--- config.mk ---
export PLATFORM = sky130hd
export DESIGN_NAME = rmii_tx_driver
export DESIGN_NICKNAME = d
export VERILOG_FILES = /design/src/rtl/rmii_tx_driver_pkg.sv /design/src/rtl/crc32_2b.sv /design/src/rtl/rmii_tx_driver.sv
export SDC_FILE = /design/constraint.sdc
export NUM_CORES = 1
export LEC_CHECK = 0
export ABC_AREA = 1
export CAP_MARGIN = 20
export CORE_UTILIZATION = 44
export DETAILED_ROUTE_END_ITERATION = 10
export GPL_TIMING_DRIVEN = 0
export PLACE_DENSITY = 0.66
export RECOVER_POWER = 100
export SLEW_MARGIN = 40
export SYNTH_ARGS = -nofsm -noshare
export SYNTH_HDL_FRONTEND = slang
export SYNTH_SLANG_ARGS = --single-unit
--- constraint.sdc ---
create_clock -name clk -period 2.55 [get_ports clk]
set_input_delay 0.255 -clock clk [delete_from_list [all_inputs] [get_ports clk]]
set_output_delay 0.255 -clock clk [all_outputs]
set_load 0.05 [all_outputs]
--- src/rtl/rmii_tx_driver_pkg.sv ---
// Shared RMII/CRC-32 constants, state encoding and helpers for the RMII transmit path.
// RMII_TX_FCS_EN adds the FCS state; the receive side reuses the CRC constants and step function.
package rmii_tx_driver_pkg;

  localparam logic [1:0]  RMII_PREAMBLE_DIBIT = 2'b01;
  localparam logic [1:0]  RMII_SFD_DIBIT      = 2'b11;
  localparam logic [31:0] CRC32_POLY          = 32'hEDB88320;
  localparam logic [31:0] CRC32_INIT          = 32'hFFFFFFFF;
  localparam int          RMII_IPG_DIBITS     = 48;
  localparam int          RMII_FCS_DIBITS     = 16;

`ifdef RMII_TX_FCS_EN
  typedef enum logic [2:0] {S_IDLE, S_PREAMBLE, S_DATA, S_FCS, S_IPG} tx_state_t;
`else
  typedef enum logic [1:0] {S_IDLE, S_PREAMBLE, S_DATA, S_IPG} tx_state_t;
`endif

  function automatic int clog2(input int v);
    int r;
    r = 0;
    while ((1 << r) < v) r++;
    return r;
  endfunction

  function automatic int max3(input int a, input int b, input int c);
    int m;
    m = (a > b) ? a : b;
    return (m > c) ? m : c;
  endfunction

  // Reflected CRC-32, bit 0 of the dibit enters first (matches wire order).
  function automatic logic [31:0] crc32_step2(input logic [31:0] c, input logic [1:0] d);
    logic [31:0] r;
    r = c;
    for (int i = 0; i < 2; i++)
      r = (r >> 1) ^ ((r[0] ^ d[i]) ? CRC32_POLY : 32'h0);
    return r;
  endfunction

endpackage

--- src/rtl/crc32_2b.sv ---
// CRC-32 (Ethernet FCS) accumulator, two bits per clock; shared by the TX and RX RMII paths.
module crc32_2b
  import rmii_tx_driver_pkg::*;
(
  input  logic        clk,
  input  logic        reset,
  input  logic        init,
  input  logic        en,
  input  logic [1:0]  din,
  output logic [31:0] crc
);

  always_ff @(posedge clk) begin
    if (reset || init)
      crc <= CRC32_INIT;
    else if (en)
      crc <= crc32_step2(crc, din);
  end

endmodule

--- src/rtl/rmii_tx_driver.sv ---
// RMII transmitter: frames a dibit stream with preamble/SFD, optional CRC-32 FCS and IPG.
// Define RMII_TX_FCS_EN to append the FCS in hardware; otherwise the caller supplies it.
module rmii_tx_driver
  import rmii_tx_driver_pkg::*;
#(
  parameter int PREAMBLE_DIBITS = 31,
  parameter int IPG_DIBITS      = RMII_IPG_DIBITS
) (
  input  logic       clk,
  input  logic       reset,
  input  logic [1:0] in,
  input  logic       in_valid,
  input  logic       in_last,
  output logic       in_ready,
  output logic       txen,
  output logic [1:0] txd,
  output logic       busy,
  output logic       done,
  output logic       underrun
);

  localparam int CW = clog2(max3(PREAMBLE_DIBITS, IPG_DIBITS, RMII_FCS_DIBITS) + 1);

  tx_state_t     state, state_nxt;
  logic [CW-1:0] cnt, cnt_nxt;
  logic          txen_nxt, busy_nxt, done_nxt, underrun_nxt;
  logic [1:0]    txd_nxt;

  assign in_ready = (state == S_DATA);

`ifdef RMII_TX_FCS_EN
  logic [31:0] crc, fcs;

  // Held in init while idle so every frame starts from a fresh CRC.
  crc32_2b u_crc (
    .clk   (clk),
    .reset (reset),
    .init  (state == S_IDLE),
    .en    (in_valid & in_ready),
    .din   (in),
    .crc   (crc)
  );

  assign fcs = ~crc;
`endif

  always_comb begin
    state_nxt    = state;
    cnt_nxt      = cnt;
    txen_nxt     = txen;
    txd_nxt      = txd;
    busy_nxt     = busy;
    done_nxt     = 1'b0;
    underrun_nxt = 1'b0;
    case (state)
      S_IDLE: begin
        if (in_valid) begin
          txen_nxt  = 1'b1;
          txd_nxt   = RMII_PREAMBLE_DIBIT;
          busy_nxt  = 1'b1;
          cnt_nxt   = CW'(1);
          state_nxt = S_PREAMBLE;
        end
      end
      S_PREAMBLE: begin
        // cnt = preamble dibits already on the wire.
        if (cnt == CW'(PREAMBLE_DIBITS)) begin
          txd_nxt   = RMII_SFD_DIBIT;
          cnt_nxt   = '0;
          state_nxt = S_DATA;
        end else begin
          txd_nxt = RMII_PREAMBLE_DIBIT;
          cnt_nxt = cnt + CW'(1);
        end
      end
      S_DATA: begin
        if (in_valid) begin
          txd_nxt = in;
          if (in_last) begin
            cnt_nxt = '0;
`ifdef RMII_TX_FCS_EN
            state_nxt = S_FCS;
`else
            state_nxt = S_IPG;
`endif
          end
        end else begin
          // Starved mid-payload: cut the frame now, first IPG cycle is this one.
          txen_nxt     = 1'b0;
          txd_nxt      = 2'b00;
          underrun_nxt = 1'b1;
          cnt_nxt      = CW'(1);
          state_nxt    = S_IPG;
        end
      end
`ifdef RMII_TX_FCS_EN
      S_FCS: begin
        txd_nxt = fcs[{cnt[3:0], 1'b0} +: 2];
        if (cnt == CW'(RMII_FCS_DIBITS - 1)) begin
          cnt_nxt   = '0;
          state_nxt = S_IPG;
        end else begin
          cnt_nxt = cnt + CW'(1);
        end
      end
`endif
      S_IPG: begin
        // Entered with txen still high after a normal frame: drop it and flag done.
        txen_nxt = 1'b0;
        txd_nxt  = 2'b00;
        done_nxt = txen;
        if (txen) begin
          cnt_nxt = CW'(1);
        end else if (cnt == CW'(IPG_DIBITS)) begin
          busy_nxt  = 1'b0;
          cnt_nxt   = '0;
          state_nxt = S_IDLE;
        end else begin
          cnt_nxt = cnt + CW'(1);
        end
      end
      default: state_nxt = S_IDLE;
    endcase
  end

  always_ff @(posedge clk) begin
    if (reset) begin
      state    <= S_IDLE;
      cnt      <= '0;
      txen     <= 1'b0;
      txd      <= 2'b00;
      busy     <= 1'b0;
      done     <= 1'b0;
      underrun <= 1'b0;
    end else begin
      state    <= state_nxt;
      cnt      <= cnt_nxt;
      txen     <= txen_nxt;
      txd      <= txd_nxt;
      busy     <= busy_nxt;
      done     <= done_nxt;
      underrun <= underrun_nxt;
    end
  end

endmodule

**After elaboration in Yosys (flattened, before gate mapping)**

Cells that the tools add are included.
Widths: inputs -> output; s select.

- Reduce and logical (&&, ||, !) cells: 9
- Bitwise gates (word level): 2
- $add $sub $neg: 1
- Equality and inequality tests: 11
- Multiplexer cells: 24

Operators with widths:

| kind | count |
|---|---|
| $mux 6 | 6 |
| $pmux 6 s4 | 1 |
| $mux 2 | 8 |
| $pmux 2 s4 | 2 |
| $ne 2x2->1 const B | 5 |
| $add 6x1->6 const B | 1 |
| $eq 6x5->1 const B | 1 |
| $eq 6x6->1 const B | 1 |
| $mux 1 | 5 |
| $reduce_and 5->1 | 1 |
| $eq 2x2->1 const B | 2 |
| $reduce_and 4->1 | 1 |
| $reduce_or 2->1 | 2 |
| $ne 3x3->1 const B | 1 |
| $pmux 1 s3 | 1 |
| $reduce_and 3->1 | 1 |
| $reduce_bool 3->1 | 1 |
| $eq 2x1->1 const B | 1 |
| $logic_not 2->1 | 1 |
| $not 1->1 | 2 |
| $pmux 1 s2 | 1 |
| $reduce_and 2->1 | 1 |
| $reduce_bool 2->1 | 1 |

- Bits of input ports: 6
- Bits in registers: 14

**Logic depth before layout (Yosys ltp)**

- Depth in word-level cells: 4
- Gate-level depth with buffers: 12

**Least setup slack after synthesis**

OpenSTA, ideal clock, no wires.

- Path type: reg-to-reg
- Start point: register state[0]
- End point: register state[1]
- Required time: 2432 ps
- Library setup time: 118 ps
- Period minus slack after synthesis: 1649 ps
- Arrival: 1531 ps
- Stages on the path, launching flop included: 10
- Setup slack: 901 ps
- Path buffers: 0
- Path through: dfxtp_1 > inv_1 > ha_1 > nand2_2 > nand2_4 > inv_4 > nand2_4 > nor2_4 > o21ai_1 > nor2_1

- Longest elaborated chain between the ends: 3
- Elaborated cells between the ends (all ways): 11
- Those cells by class: eq/ne: 8; mux: 1; reduce/logical: 2

Ends and longest elaborated chain:

| element | RTL line | text |
|---|---|---|
| from (decl) | rmii_tx_driver.sv:24 | `tx_state_t state, state_nxt;` |
| from (signal assigned) | rmii_tx_driver.sv:136 | `state <= state_nxt;` |
| $eq 2x2->1 (*) | -- |  |
| via in_ready | rmii_tx_driver.sv:14 | `output logic in_ready,` |
| $ne 3x3->1 (no source line) | -- |  |
| $reduce_and 5->1 (no source line) | -- |  |

The timed path passes the listed nets; every way through them passes the cells marked *.
A chain may end at the register's enable or synchronous reset.

**Worst setup path in the final report**

- Start point: register state[0]
- End point: output port in_ready

- Longest elaborated chain between the ends: 1

Ends and longest elaborated chain:

| element | RTL line | text |
|---|---|---|
| $eq 2x2->1 | rmii_tx_driver.sv:29 | `assign in_ready = (state == S_DATA);` |
| to (decl) | rmii_tx_driver.sv:14 |  |

Every way passes these cells.

==> impl_metrics.csv <==
group,metric,value,unit
status,status,"finished clean",
grt,grtUsageTotal,21.3,%
timing,max-slew-margin-rel,66.7,%
setup_path,cp-start-kind,"flop",
synth,synth_top_cell_by_area,"dfxtp_1",
setup_path,cp-end-kind,"primary output",
detailed_routing,vias_per_cell,5.18,
synth,synth_flop_cell,"dfxtp_1",
detailed_routing,dr_total_vias,855,
layout,fill_cells,196,
synth,avgSynthCellArea,6.84,sq um
synth,ys_seq_area_share,33.0,%
timing,final.setup_skew,0.00681,ns
timing,drv_slew,0,
floorplanning,die_x,45.9,microns
detailed_routing,drt_iter0_drc,23,
timing,setup_violations,0,
synth,synthCells,124,
detailed_routing,drtPass1Iterations,4,
placement,io_buffer_count,12,
clock_tree,clk-insertion-delay-late,0.28,ns
layout,nets,153,
detailed_routing,ant_nets,0,
timing,rsz0062_at_grt,"no",
grt,grt_max_degree,9,
synth,synthMostInstantiatedCell,"nand2_1",
setup_path,cp_max_fo,7,
power,p_leak,0.000458,uW
clock_tree,path_clk_slew,0.08,ns
detailed_routing,route.detailed.drc,0,
timing,tightest_slew,0.499,ns
detailed_routing,routedWlPerCell,11.9,microns
layout,antenna_cells,0,
flow_run,drv_cap,0,
grt,antenna_found_initial,0,
clock_tree,numCtsBuffers,3,
grt,grt_pass1_wl,3080,microns
placement,gp_congestion,0.835,
floorplanning,fp-row-count,15,
setup_path,path_class,"flop to primary output",
grt,grt_pass1_vias,738,
layout,fin_area,1010,sq um
timing,tns,0,ns
grt,grt_overflow,0,
setup_path,required,2.30,ns
floorplanning,initial_core_util,48.1,%
floorplanning,ios,13,
synth,synth_top_area_share,33.0,%
power,powerDensity,1060,nW/um^2
synth,synth_area,848,sq um
power,vdd_drop_max,0.000722,V
clock_tree,root_buffer,"clkbuf_4",
clock_tree,cts_tree,"yes",
clock_tree,cts_setup_buffers,0,
clock_tree,clock_sinks,14,
setup_path,crit_arrival,1.94,ns
timing,period_needed,2.19,ns
synth,yosys-top-cells-count,"22 x nand2_1, 18 x inv_1, 17 x nor2_1, 14 x dfxtp_1, 13 x a21oi_1",
clock_tree,cts_resized,0,
synth,yosysUniqueCellTypes,21,
synth,synth-async-reset-ratio,0,%
detailed_routing,routed_wl,1960,microns
placement,post_dp_cell_area,1000,sq um
timing,clock.fmax,456,MHz
placement,pre_cts_ws,0.725,ns
placement,hpwl,1520,microns
synth,synth_nets,136,
clock_tree,hold_buffers,0,
layout,area_growth,19.2,%
clock_tree,h-tree-depth,1,
timing,timing.final.ws_setup,0.357,ns
hold_path,holdCritPathClass,"flop to flop",
synth,yosysWarnings,0,
floorplanning,die_y,45.9,microns
synth,synth-edff-count,0,
layout,drive_gt1_share,6.43,%
synth,synth.area.top_cells,"dfxtp_1 33%, nand2_1 9.7%, ha_1 8.8%",
floorplanning,dieArea,2110,sq um
timing,period_share,86.0,%
floorplanning,core_area,1760,sq um
clock_tree,clockBufferDepth,2,
synth,ys_seq_elements,14,
timing,hold_viol_final,0,
critical path: stages (launching register included):
cell	delay (ns)
dfxtp_1	0.36
inv_1	0.09
ha_1	0.30
dlygate4sd3_1	0.91
metal layers:
metal / up-vias / share of wire [%] / track usage (%)
met4: 0 / 1.3 / 8.82
met3: 4 / 4.2 / 3.57
met5: - / 0 / 0
met1: 397 / 42 / 24.7
met2: 25 / 52 / 38.0
li1: 429 / - / -
layout make-up:
type                       instances  area [sq um]  area share, %
multi-input combinational         89           462           45.7
sequential                        14           280           27.7
timing repair buffer              12           120           11.9
inverter                          21          81.3           8.04
clock buffer                       4          36.3           3.59
tap                               25          31.3           3.09
kinds of logic after synthesis:
group	after synthesis	share of synthesized area [%]
buffers and inverters	21	9.59
and+or+nand+nor	62	34.5
DFF	14	33.0
AOI/OAI and AO/OA	21	14.0
adders and majority gates	6	8.85
flip-flops by register name (all words and copies together), names as in the netlist:
register,count
txen,1
txd,2
busy,1
state,2
done,1
underrun,1
cnt,6
cells in the final DEF (no fill, tap or decap):
master,count
a21oi_1,13
clkbuf_4,3
clkbuf_8,1
clkdlybuf4s50_1,5
clkinv_1,1
dfxtp_1,14
dlygate4sd3_1,7
ha_1,6
inv_1,19
inv_4,1
nand2_1,24
nand2_2,1
nand3_1,9
nand3b_1,1
nand4_1,3
nor2_1,19
nor2_2,2
nor3_1,2
o21ai_0,5
o21ai_1,1
o21ai_4,1
o31ai_1,1
or3_1,1
power breakdown:
part           switching [uW]  internal [uW]
clock network            73.4           86.9
registers                45.2            266
logic                     406            193
metrics by stage:
step / power [uW] / util [%] / hold slack [ns] / cells
after floorplan: 805 / - / 0.324 / 124
after global placement: 952 / 56.7 / 0.432 / 161
after detailed placement: 964 / 56.7 / 0.467 / 161
after CTS: 1130 / 58.7 / 0.480 / 165
after global routing: 1150 / 57.3 / 0.496 / 165
final: 1070 / 57.3 / 0.474 / 165
final timing paths:
path              end  startpoint  slack [ns]  cells after the start
min              busy        busy        0.47                      2
min reg2reg      busy        busy        0.47                      2
max          in_ready    state[0]        0.36                      3
max reg2reg  state[0]    state[0]        0.45                     12
Power figures use the tool's default switching activity.
